$ cat src/rtl/bus_fifo_slave.sv
// bus_fifo_slave: 32-bit circular-buffer FIFO for a simple bus slave.
// This is a show-ahead FIFO: the head entry is always visible on read_data.
// The overflow and underflow flags are sticky.
//
// Ports:
//   clk        - sole clock; all state changes on its rising edge
//   rst        - asynchronous active-high reset
//   write      - push request; write_data is sampled when write=1
//   write_data - push payload
//   read       - pop request; the popped word is on read_data in the same cycle
//   read_data  - head-of-queue data (combinational), 0 when empty
//   clear      - synchronous flush; overrides a same-cycle write or read
//   count      - occupancy, 0..DEPTH
//   full       - count == DEPTH
//   empty      - count == 0
//   overflow   - sticky: a write was attempted while full with no read
//   underflow  - sticky: a read was attempted while empty
module bus_fifo_slave #(
  parameter int unsigned DEPTH = 8,
  parameter int unsigned CW    = $clog2(DEPTH) + 1
) (
  input  logic          clk,
  input  logic          rst,
  input  logic          write,
  input  logic [31:0]   write_data,
  input  logic          read,
  output logic [31:0]   read_data,
  input  logic          clear,
  output logic [CW-1:0] count,
  output logic          full,
  output logic          empty,
  output logic          overflow,
  output logic          underflow
);

  localparam int unsigned AW = $clog2(DEPTH);
  localparam int unsigned DW = 32;

  logic [DW-1:0] mem [DEPTH];
  logic [AW-1:0] wr_ptr;
  logic [AW-1:0] rd_ptr;
  logic [CW-1:0] count_q;
  logic          overflow_q;
  logic          underflow_q;
  logic          wr_acc;
  logic          rd_acc;

  // Status flags are derived from the occupancy counter only.
  assign count     = count_q;
  assign full      = (count_q == CW'(DEPTH));
  assign empty     = (count_q == '0);
  assign overflow  = overflow_q;
  assign underflow = underflow_q;

  // A same-cycle read frees the slot, so a write into a full FIFO is still accepted.
  assign wr_acc = write && (!full || read);
  assign rd_acc = read && !empty;

  // Show-ahead head. It is masked to zero when empty, so stale or unwritten entries never leak out.
  assign read_data = empty ? '0 : mem[rd_ptr];

  // Storage is left unreset. Pointer and count state alone decide which entries are valid.
  always_ff @(posedge clk) begin
    if (!rst && !clear && wr_acc) begin
      mem[wr_ptr] <= write_data;
    end
  end

  // Pointers, occupancy and sticky flags.
  // The pointers wrap naturally because DEPTH is a power of two.
  always_ff @(posedge clk or posedge rst) begin
    if (rst) begin
      wr_ptr      <= '0;
      rd_ptr      <= '0;
      count_q     <= '0;
      overflow_q  <= 1'b0;
      underflow_q <= 1'b0;
    end else if (clear) begin
      wr_ptr      <= '0;
      rd_ptr      <= '0;
      count_q     <= '0;
      overflow_q  <= 1'b0;
      underflow_q <= 1'b0;
    end else begin
      if (wr_acc) begin
        wr_ptr <= wr_ptr + AW'(1);
      end
      if (rd_acc) begin
        rd_ptr <= rd_ptr + AW'(1);
      end
      if (wr_acc && !rd_acc) begin
        count_q <= count_q + CW'(1);
      end else if (!wr_acc && rd_acc) begin
        count_q <= count_q - CW'(1);
      end
      if (write && full && !read) begin
        overflow_q <= 1'b1;
      end
      if (read && empty) begin
        underflow_q <= 1'b1;
      end
    end
  end

endmodule

$ cat config.mk
export PLATFORM = sky130hd
export DESIGN_NAME = bus_fifo_slave
export DESIGN_NICKNAME = d
export VERILOG_FILES = /design/src/rtl/bus_fifo_slave.sv
export SDC_FILE = /design/constraint.sdc
export NUM_CORES = 1
export LEC_CHECK = 0
export ABC_AREA = 1
export CORE_MARGIN = 1.5
export CORE_UTILIZATION = 50
export DETAILED_ROUTE_END_ITERATION = 10
export PLACE_DENSITY = 0.73
export SYNTH_ARGS = -nofsm -noshare
export SYNTH_HDL_FRONTEND = slang
export SYNTH_SLANG_ARGS = --single-unit
$ cat constraint.sdc
create_clock -name clk -period 5.9 [get_ports clk]
set_clock_uncertainty 0.2 [all_clocks]
set_input_delay 1.18 -clock clk [delete_from_list [all_inputs] [get_ports clk]]
set_output_delay 1.18 -clock clk [all_outputs]
set_load 0.005 [all_outputs]
==> results of run 1 <==
-- critical path, cell delays in order, from the launching register on --
cell and delay (ns):
sky130_fd_sc_hd__dfrtp_4 0.78, sky130_fd_sc_hd__clkinv_2 0.94, sky130_fd_sc_hd__buf_4 0.57, sky130_fd_sc_hd__o21ai_0 0.21, sky130_fd_sc_hd__o22ai_1 0.12, sky130_fd_sc_hd__nor2_1 0.12, sky130_fd_sc_hd__nor2_1 0.08, sky130_fd_sc_hd__clkdlybuf4s50_1 0.45
-- cell families after synthesis --
| kind of cell | Yosys count | synth area share (%) |
|---|---|---|
| XOR/XNOR | 1 | 0.0806 |
| buffers and inverters | 69 | 3.38 |
| AND/OR/NAND/NOR | 314 | 11.8 |
| flip-flops | 268 | 73.5 |
| AO/OA/AOI/OAI | 203 | 10.6 |
| adder cells (fa/ha/maj) | 5 | 0.644 |
-- final cells by class --
class	instances	area share, %
diodes	1	0.0198
well taps	275	2.73
repair buffers	84	6.50
clock buffers	40	5.82
clock inverters	10	0.654
multi-input cells	523	20.4
flip-flops and latches	268	63.3
inverters	17	0.535
-- routing by layer --
layer	GRT usage, %	routed length, um	vias up	share of wire, %
met2	34.6	11000	206	49
met4	6.37	549	0	2.5
met5	0	0	-	0
met3	3.33	1340	48	6.0
li1	-	-	3218	-
met1	26.5	9370	3396	42
-- stage by stage --
step | worst slack, ns | total power, mW | hold WS [ns] | instances | utilization [%]
2_1_floorplan | 2.25 | 3.16 | 0.287 | 860 | -
3_3_place_gp | 1.36 | 3.75 | 0.289 | 1167 | 55.8
3_5_place_dp | 1.31 | 3.78 | 0.285 | 1167 | 55.8
4_1_cts | 0.686 | 5.35 | 0.304 | 1217 | 59.7
5_1_grt | 0.465 | 5.61 | 0.325 | 1217 | 59.7
6_report | 0.693 | 5.33 | 0.299 | 1218 | 59.7
-- power by group through the flow --
stage | Clock [mW] | Sequential (mW) | Combinational, mW
after CTS | 1.59 | 2.20 | 1.55
after global routing | 1.67 | 2.21 | 1.72
after global placement | 0 | 2.24 | 1.51
final | 1.58 | 2.21 | 1.55
after detailed placement | 0 | 2.24 | 1.54
after floorplan | 0 | 2.20 | 0.964
-- synthesized netlist by cell type, drive strengths merged --
| master | count |
|---|---|
| o21a | 2 |
| a21oi | 4 |
| o22ai | 32 |
| nand2 | 59 |
| nor2 | 239 |
| fa | 1 |
| nand3 | 10 |
| nand4 | 4 |
| nor3 | 1 |
| o211ai | 32 |
| nor4 | 1 |
| ha | 4 |
| edfxtp | 256 |
| xnor2 | 1 |
| inv | 17 |
| o21ai | 133 |
| buf | 30 |
| clkbuf | 22 |
| dfrtp | 12 |
-- worst paths after layout --
kind	start	to	slack, ns	depth (start not counted)
worst max-delay path	rd_ptr[0]$_DFFE_PP0P_	read_data[1]	0.69	7
worst min-delay path	underflow$_DFFE_PP0P_	underflow$_DFFE_PP0P_	0.30	1
worst max register to register	rd_ptr[0]$_DFFE_PP0P_	rd_ptr[0]$_DFFE_PP0P_	3.03	4
worst min register to register	underflow$_DFFE_PP0P_	underflow$_DFFE_PP0P_	0.30	1
max in group asynchronous	rst	rd_ptr[0]$_DFFE_PP0P_	4.26	2
min in group asynchronous	rst	underflow$_DFFE_PP0P_	0.85	2
-- registers in the layout (all words and copies together), names as in the netlist --
signal,cells
count,4
wr_ptr,3
overflow,1
mem,256
rd_ptr,3
underflow,1
==> flow_summary.ini, run 1 <==
[clocking]
clock-root-buffer = sky130_fd_sc_hd__clkbuf_16
cts.path.max_buffers = 3
cts.reportedPaths.clkPinSlew_ns = 0.06
cts_tree = done
cts_made_buffers = 27
clock-sinks = 268
post_cts.repair.setup_buffers = 0
h-tree-depth = 1
cts-resized-gates = 0
count_of_hold_buffers_inserted_by_post_cts_repair = 0
insertion_delay_ns = 0.53

[pwr]
share_seq_of_total_power_pct = 41.4
clock_network_fraction_of_total_power_pct = 29.6
cellPowerDensity_nw_per_um2 = 422
p_leak_nw = 4.25
vdd_drop_max_v = 0.000278
cell_internal_pwr_mw = 3.68
switchingPower_mw = 1.65
power_switching_share_pct = 30.9
power_frac_comb_pct = 29.0

[floorplanning]
start_util_pct = 51.4
die_area_um2 = 22600
die_w_um = 150
boundaryPins = 77
row_count = 53
die_h_um = 150
core_box_area_um2 = 21200

[timing]
setup_viol_count_final = 0
final_hold_viol_count = 0
max-slew-margin-rel_pct = 13.6
setup_tns_ns = 0
finalMaxSlewViolations = 0
fmaxAchievable_mhz = 192
fin_crit_ns = 5.21
final_min_period_over_clock_period_pct = 88.3
tightest_slew_ns = 1.30
rsz0062_at_grt = false

[routing]
routed-via-count = 6868
detail_route.wirelength_um = 22200
drt-wirelength-per-cell_um = 18.2
detail_route.first_pass.iterations = 5
drt_drc_violations_left = 0
drt.antenna.violating_nets = 0
drt_first_iter_violations = 555
detail_route.vias_per_cell = 5.64

[layout]
most_used_cells_in_the_layout_excluding_fill_and_tap_cells = sky130_fd_sc_hd__edfxtp_1 (256), sky130_fd_sc_hd__nor2_1 (228), sky130_fd_sc_hd__o21ai_0 (100), sky130_fd_sc_hd__clkdlybuf4s50_1 (76), sky130_fd_sc_hd__nand2_1 (55)
seqCellArea_um2 = 7990
fillCellCount = 1611
multiInputGateArea_um2 = 2580
finish.instance_area_um2 = 12600
area_growth_pct = 16.1
post_route_cells_drive_above_1_share_pct = 7.43
leading_cell_type_in_the_layout_fill_and_taps_excluded = sky130_fd_sc_hd__edfxtp_1
finalNetCount = 963

[logic_synthesis]
synth_area_per_cell_um2 = 12.6
yosysTopAreaCellShare_pct = 70.7
yosysSeqAreaShare_pct = 73.5
yosys_register_bits = 268
number_of_nets_in_the_synthesized_netlist = 902
synth_area_leaders = sky130_fd_sc_hd__edfxtp_1 (71%), sky130_fd_sc_hd__nor2_1 (8.1%), sky130_fd_sc_hd__o21ai_0 (4.6%), sky130_fd_sc_hd__dfrtp_1 (2.8%), sky130_fd_sc_hd__o211ai_1 (2.2%)
cell_taking_the_most_area_after_synthesis = sky130_fd_sc_hd__edfxtp_1
synth-warning-count = 0
netlist-cell-type-count = 34
netlist_area_before_placement_um2 = 10900
synthesis.instances = 860

[setup_path]
critPathArrivalTime_ns = 3.83
setup.worst_path.class = register to output port
critical_path.endpoint_type = output port
worstPathRequired_ns = 4.52
launching_element_type_of_the_critical_path = register
path_max_fanout = 76

[placement]
gp_congestion = 0.723
io_buffers = 76
post_place_instance_area_um2 = 11800
dp_hpwl_um = 11600

[grt]
grtUsageTotal_pct = 20.2
grt_start_max_net_pins = 98
number_of_global_route_vias_before_repair = 6608
grt_antenna_before_repair = 0
grt_pass1_wl_um = 34900
globalRouteOverflowTotal = 0

[outcome]
status = complete, no violations

[min_path]
hp-class = register to register

[run]
cap_violations = 0
(Power assumes the default switching activity.)
==> run 2: changes to the inputs <==
--- a/config.mk
+++ b/config.mk
@@ -10,6 +10,7 @@
 export CORE_UTILIZATION = 50
 export DETAILED_ROUTE_END_ITERATION = 10
 export PLACE_DENSITY = 0.73
+export REMOVE_ABC_BUFFERS = 1
 export SYNTH_ARGS = -nofsm -noshare
 export SYNTH_HDL_FRONTEND = slang
 export SYNTH_SLANG_ARGS = --single-unit
==> run 2 against run 1 <==
Effect of this change:
- fmax is 9.8% higher
- sequential power hardly changed
- cell count stayed put
- utilization hardly changed
- worst hold slack better by 0.0062 ns
- combinational power is 3% higher
- die area stayed put
- sequential share of layout area hardly changed
- critical endpoint is now read_data[19]
- largest cell class unchanged
==> flow_summary.ini, run 2 (synthesis gave the netlist of run 1 again) <==
[layout]
regMostFlops = mem
most_used_cells_in_the_layout_excluding_fill_and_tap_cells = sky130_fd_sc_hd__edfxtp_1 (256), sky130_fd_sc_hd__nor2_1 (228), sky130_fd_sc_hd__o21ai_0 (100), sky130_fd_sc_hd__clkdlybuf4s50_1 (76), sky130_fd_sc_hd__nand2_1 (55)
post_route_cells_drive_above_1_share_pct = 7.42
finalNetCount = 967
finish.utilization_pct = 59.7
leading_cell_type_in_the_layout_fill_and_taps_excluded = sky130_fd_sc_hd__edfxtp_1
final-instance-count-excl-fill = 1218
finish.instance_area_um2 = 12600
area_growth_pct = 16.1
number_of_flip_flops_under_the_largest_register_name = 256
antennaDiodeCount = 0

[routing]
detail_route.wirelength_um = 23100
drt.antenna.violating_nets = 0
routed-via-count = 6809
drt-wirelength-per-cell_um = 19.0
detail_route.first_pass.iterations = 5
detail_route.vias_per_cell = 5.59
drt_drc_violations_left = 0
drt_first_iter_violations = 609

[setup_path]
path_max_fanout = 114
critical_path.endpoint_type = output port
setup.worst_path.class = register to output port
worstPathRequired_ns = 4.52
launching_element_type_of_the_critical_path = register
critPathArrivalTime_ns = 3.36

[outcome]
status = complete, no violations

[pwr]
p_leak_nw = 4.26
vdd_drop_max_v = 0.000420
cellPowerDensity_nw_per_um2 = 418

[grt]
grtUsageTotal_pct = 20.8
grt_pass1_wl_um = 35900
grt_antenna_before_repair = 0
globalRouteOverflowTotal = 0
number_of_global_route_vias_before_repair = 6707
grt_start_max_net_pins = 115

[placement]
gp_congestion = 0.762
post_place_instance_area_um2 = 11900
dp_hpwl_um = 12500
io_buffers = 76
dp_cells = 1172

[timing]
finalMaxSlewViolations = 0
final_min_period_over_clock_period_pct = 80.4
max-slew-margin-rel_pct = 23.6
fin_crit_ns = 4.74
final_hold_viol_count = 0
setup_tns_ns = 0
holdWs_ns = 0.305
fmaxAchievable_mhz = 211
setup_viol_count_final = 0
rsz0062_at_grt = false
tightest_slew_ns = 1.15

[min_path]
hp-class = register to register

[clocking]
cts.path.max_buffers = 3
insertion_delay_ns = 0.51
clock-root-buffer = sky130_fd_sc_hd__clkbuf_16
count_of_hold_buffers_inserted_by_post_cts_repair = 0
h-tree-depth = 1
cts.reportedPaths.clkPinSlew_ns = 0.05
cts_tree = done
cts_made_buffers = 26
post_cts.repair.setup_buffers = 0
cts-resized-gates = 0
clock-sinks = 268

[floorplanning]
row_count = 53
die_area_um2 = 22600
boundaryPins = 77
start_util_pct = 51.4
die_w_um = 150
die_h_um = 150
core_box_area_um2 = 21200

[run]
cap_violations = 0
## run 2: per-stage QoR
| stage | total power, mW | setup WS, ns |
|---|---|---|
| floorplan | 3.06 | 0.568 |
| global placement | 3.79 | 1.74 |
| detailed placement | 3.81 | 1.71 |
| CTS | 5.30 | 1.17 |
| global route | 5.54 | 0.977 |
| finish | 5.27 | 1.16 |
## run 2: path summary, 6_finish.rpt
path                       slack [ns]                  start  cells past startpoint                     to
min                              0.31   overflow$_DFFE_PP0P_                      1   overflow$_DFFE_PP0P_
max reg2reg                      3.01   count[1]$_DFFE_PP0P_                      7    mem[1][0]$_DFFE_PP_
min in group asynchronous        0.85                    rst                      2   count[0]$_DFFE_PP0P_
max in group asynchronous        4.28                    rst                      2  rd_ptr[0]$_DFFE_PP0P_
max                              1.16  rd_ptr[0]$_DFFE_PP0P_                      6          read_data[19]
min reg2reg                      0.31   overflow$_DFFE_PP0P_                      1   overflow$_DFFE_PP0P_
## run 2: area by class of cell
cell class              instances  area (um2)
clock inverters                 5        28.8
clock buffers                  41         738
repair buffers                 89         871
well taps                     275         344
multi-input cells             523        2580
fillers                      1637        8530
inverters                      17        67.6
flip-flops and latches        268        7990
## run 2: power breakdown
part           switching, mW  leakage (nW)  internal [mW]
Clock                  0.651         0.367          0.856
Sequential            0.0501          2.46           2.13
Combinational          0.934          1.43          0.655
Total                   1.64          4.26           3.64
## run 2: worst max-delay path: stages, from the launching register on
cell and delay [ns]:
sky130_fd_sc_hd__dfrtp_4 0.54, sky130_fd_sc_hd__buf_4 0.92, sky130_fd_sc_hd__o21ai_0 0.28, sky130_fd_sc_hd__o22ai_1 0.23, sky130_fd_sc_hd__nor2_1 0.06, sky130_fd_sc_hd__nor2_1 0.24
sky130_fd_sc_hd__clkdlybuf4s50_1 0.55
## run 2: per-layer routing
layer  share of wire [%]  wire, um  vias up  track usage [%]
met3                 6.1      1410       32             2.82
met1                  44     10100     3331             29.4
met2                  49     11200      223             34.1
met5                   0         0        -                0
met4                 1.6       366        0             5.83
li1                    -         -     3223                -
==> patch 1, RTL diff (config.mk and constraints of run 1) <==
Set the parameter `DEPTH` to 16 (it was 8).
--- a/src/rtl/bus_fifo_slave.sv
+++ b/src/rtl/bus_fifo_slave.sv
@@ -16,7 +16,7 @@
 //   overflow   - sticky: a write was attempted while full with no read
 //   underflow  - sticky: a read was attempted while empty
 module bus_fifo_slave #(
-  parameter int unsigned DEPTH = 8,
+  parameter int unsigned DEPTH = 16,
   parameter int unsigned CW    = $clog2(DEPTH) + 1
 ) (
   input  logic          clk,
Ports: changed (resized count); port bits go from 77 to 78. No check against the original RTL was run, so the function may have changed too.
==> patch 1 against run 1 <==
Wire length rose by 130%; design area rose by 93%; sequential cell count rose by 259; sequential power rose by 94%; global-route usage rose by 2.8 points; critical path depth rose by 2; setup slack got worse by 0.10 ns; synthesized area rose by 98%; synthesized cell count rose by 110%; total power rose by 86%; count of clock-buffer cells in the layout rose by 28.
==> patch 1: results (changes against run 1) <==
[outcome]
outcome=finished, final reports clean

[placement]
gp_congestion=0.758  ; +4.9%
placement.io_buffers=77  ; +1.3%
hpwl_um=26600  ; +130%
place_area_um2=22800  ; +93%

[grt]
grt_max_degree=167  ; +70%
grt_pass1_wl_um=78100  ; +120%
track_usage_pct=23.1  ; +2.8 points
antenna_found_initial=2  ; +2
grt_pass1_vias=13811  ; +110%

[clock_tree]
h-tree-depth=2  ; +1
hold_buffers=0  ; unchanged
clock_latency_ns=0.57  ; +0.04 ns
cts_setup_buffers=0  ; unchanged
root_buffer=clkbuf_16
cts.clk_slew.worst_paths_ns=0.06  ; about the same
cts_resized=0  ; unchanged
numCtsBuffers=51  ; +89%
cts_buffer_depth=3  ; unchanged

[worst_setup_path]
cp_data_arrival_time_ns=3.93  ; +0.10 ns
crit_path_max_fanout=94  ; +24%
critPathSlowestCell=dfrtp_4
max_stage_delay_ns=0.84  ; -0.10 ns
critical_path.top_delay_family=buffers and inverters

[route]
drtIter0Drc=1533  ; +180%
dr.pass1.iters=5  ; unchanged
routed_wl_um=50900  ; +130%
drt-vias-per-instance=5.70  ; +1.1%

[logic_synthesis]
syn-num-nets=1869  ; +110%
synth_edf_count=512  ; +100%
synth_ff_type=edfxtp_1
ys_types=26  ; -24%
async_reset_ff_share_pct=2.85  ; -1.6 points
yosysSeqAreaShare_pct=73.0  ; -0.47 points
yosys-top-cells-area=edfxtp_1 71%, nand2_1 12%, nand3_1 9.2%, dfrtp_1 1.7%, buf_2 1.2%
yosysWarningCount=0  ; unchanged
netlist_top_cells_count=680 x nand2_1, 512 x edfxtp_1, 398 x nand3_1

[sta]
slew_violations=0  ; unchanged
slew_headroom_pct=15.5  ; +1.9 points

[power_and_ir_drop]
p_leak_nw=8.74  ; +110%
vdd_drop_max_mv=0.408  ; +47%

[layout]
n_antenna_cell=0  ; -1
top_register=mem
fillers=3317  ; +110%
drive_above_1_share_pct=7.23  ; -0.20 points
largest_register_ff_count=512  ; +100%

[flow_run]
cap_viol_max_count=0  ; unchanged

[worst_hold_path]
hp-class=flop to flop

patch 1: cell type report:
type	instances	area share, %
flip-flops and latches	527	64.6
clock buffers	68	5.62
repair buffers	114	4.45
inverters	20	0.339
clock inverters	27	0.878
well taps	539	2.77
multi-input cells	1166	21.3
patch 1: logic make-up after synthesis:
| logic type | share of synthesized area [%] |
|---|---|
| adder cells (fa/ha/maj) | 0.615 |
| AND/OR/NAND/NOR | 21.7 |
| buffers and inverters | 3.50 |
| flip-flops | 73.0 |
| XOR/XNOR | 0.162 |
| AO/OA/AOI/OAI | 1.07 |
patch 1: where the power goes:
group	internal, mW	total (mW)	switching [mW]	leakage [nW]
sequential	4.15	4.29	0.133	4.80
combinational	0.950	2.52	1.57	3.15
clock	1.76	3.10	1.34	0.784
total	6.87	9.91	3.04	8.74
patch 1: path summary, 6_finish.rpt:
check                      startpoint       endpoint  slack [ns]  depth (start not counted)
setup / recovery            rd_ptr[0]  read_data[22]        0.59                          9
hold reg to reg              overflow       overflow        0.31                          2
max in group asynchronous         rst      rd_ptr[1]        4.25                          2
hold / removal               overflow       overflow        0.31                          2
min in group asynchronous         rst       overflow        0.81                          2
setup reg to reg             count[0]     mem[8][21]        2.62                          7
patch 1: through the flow:
step | worst slack (ns) | util (%) | instances | hold slack [ns]
5_1_grt | 0.370 | 57.7 | 2461 | 0.349
3_5_place_dp | 1.27 | 54.0 | 2366 | 0.303
6_report | 0.592 | 57.7 | 2461 | 0.309
3_3_place_gp | 1.29 | 54.0 | 2366 | 0.292
2_1_floorplan | 2.09 | - | 1822 | 0.286
4_1_cts | 0.650 | 57.7 | 2461 | 0.323
patch 1: metal layers:
layer	part of all wire (%)	global-route usage, %
met5	0.035	0
met4	2.6	7.96
met3	8.9	4.40
met2	47	36.7
met1	42	32.1
==> patch 2, RTL diff (settings of run 1) <==
Without the edit above. Register the output `underflow` once more; this adds one clock of latency there. The other outputs are not delayed to match.
--- a/src/rtl/bus_fifo_slave.sv
+++ b/src/rtl/bus_fifo_slave.sv
@@ -50,7 +50,9 @@
   assign full      = (count_q == CW'(DEPTH));
   assign empty     = (count_q == '0);
   assign overflow  = overflow_q;
-  assign underflow = underflow_q;
+  always_ff @(posedge clk) begin
+    underflow <= underflow_q;
+  end
 
   // A same-cycle read frees the slot, so a write into a full FIFO is still accepted.
   assign wr_acc = write && (!full || read);
Function: changed (a bounded check fails within 4 cycles, from zero or initial values and one cycle with rst high).
==> patch 2 against run 1 <==
Synthesized area is 0.18% higher; sequential cell count is 1 higher; core utilization is essentially flat; total power down 0.57%; design area grew 0.29%; wire length increased by 3.3%; non-clock buffer count rose by 5; via count fell by 0.93%; setup slack better by 0.36 ns; critical endpoint is now read_data[13]; highest routed layer unchanged.
==> patch 2: results (changes against run 1) <==
[logic_synthesis]
yosys-top-cells-area=edfxtp_1 71%, nor2_1 8.1%, o21ai_0 4.6%, dfrtp_1 2.8%, o211ai_1 2.2%
async_reset_ff_share_pct=4.46  ; -0.017 points
syn-num-nets=903  ; +0.11%
yosysSeqAreaShare_pct=73.5  ; about the same
ys_types=35  ; +2.9%

[grt]
grt_pass1_vias=6682  ; +1.1%
grt_pass1_wl_um=36200  ; +3.6%
antenna_found_initial=0  ; unchanged
track_usage_pct=21.1  ; +0.89 points

[worst_setup_path]
critPathCapture=read_data[13]
r2r_start=count[0]
cp_data_arrival_time_ns=3.47  ; -0.36 ns
rrSetupSlack_ns=3.06  ; +0.03 ns
worstReg2RegEnd=mem[3][21]
crit_start=rd_ptr[0]
reg2regPathDepth=7  ; +3
crit_path_max_fanout=58  ; -24%

[power_and_ir_drop]
p_leak_nw=4.28  ; +0.68%
vdd_drop_max_mv=0.229  ; -17%

[placement]
gp_congestion=0.762  ; +5.4%
hpwl_um=12100  ; +4.4%

[sta]
slew_headroom_pct=24.8  ; +11 points
fin_worst_hold_slack_ns=0.178  ; -0.121 ns

[layout]
n_antenna_cell=0  ; -1
layout.nets=968  ; +0.52%
drive_above_1_share_pct=7.51  ; +0.074 points

[route]
drtIter0Drc=549  ; -1.1%
dr_total_vias=6804  ; -0.93%
wire_per_inst_um=18.8  ; +3.1%

[clock_tree]
h-tree-depth=1  ; unchanged
numCtsBuffers=26  ; -3.7%
root_buffer=clkbuf_16

[outcome]
outcome=finished, final reports clean

[worst_hold_path]
hold_path_startpoint=underflow_q
hold_depth=0  ; -1

-- patch 2: worst min-delay path by stage --
stage                      to
floorplan           underflow
global placement    underflow
detailed placement  underflow
CTS                 underflow
global route        underflow
finish              underflow
-- patch 2: final cells by class --
cell class / count / area, um^2
Fill cell: 1652 / 8560
Inverter: 17 / 67.6
Multi-Input combinational cell: 523 / 2580
Clock buffer: 34 / 702
Clock inverter: 14 / 83.8
Tap cell: 275 / 344
Timing Repair Buffer: 89 / 871
Sequential cell: 269 / 8010
-- patch 2: power by group --
group          internal [mW]  switching [mW]  leakage, nW
clock network          0.876           0.659        0.385
registers               2.14          0.0647         2.47
logic                  0.658           0.906         1.43
total                   3.67            1.63         4.28
-- patch 2: metal layers --
layer,global-route usage (%),share of wire [%]
met1,29.0,42
met2,34.6,49
met3,2.91,6.5
met4,7.67,2.5
met5,0,0
-- patch 2: kinds of logic after synthesis --
kind of cell / share of synthesized area [%]
compound gates: 10.6
xor+xnor: 0.0804
fa+ha+maj: 0.643
buf+inv: 3.38
flops: 73.5
simple gates: 11.8
-- patch 2: through the flow --
step	std cells	setup slack (ns)	power, mW	instance area, um^2	utilization, %
floorplan	861	2.25	3.17	10900	-
global placement	1173	1.72	3.79	11900	56.0
detailed placement	1173	1.61	3.81	11900	56.0
CTS	1221	1.02	5.34	12700	59.7
global route	1221	0.798	5.58	12700	59.7
finish	1221	1.05	5.30	12700	59.7
-- patch 2: critical path, cell delays in order, from the launching register on --
cell	delay [ns]
dfrtp_4	0.68
clkinv_2	0.74
buf_4	0.48
o21ai_0	0.25
o22ai_1	0.13
nor2_1	0.10
nor2_1	0.07
clkdlybuf4s50_1	0.44
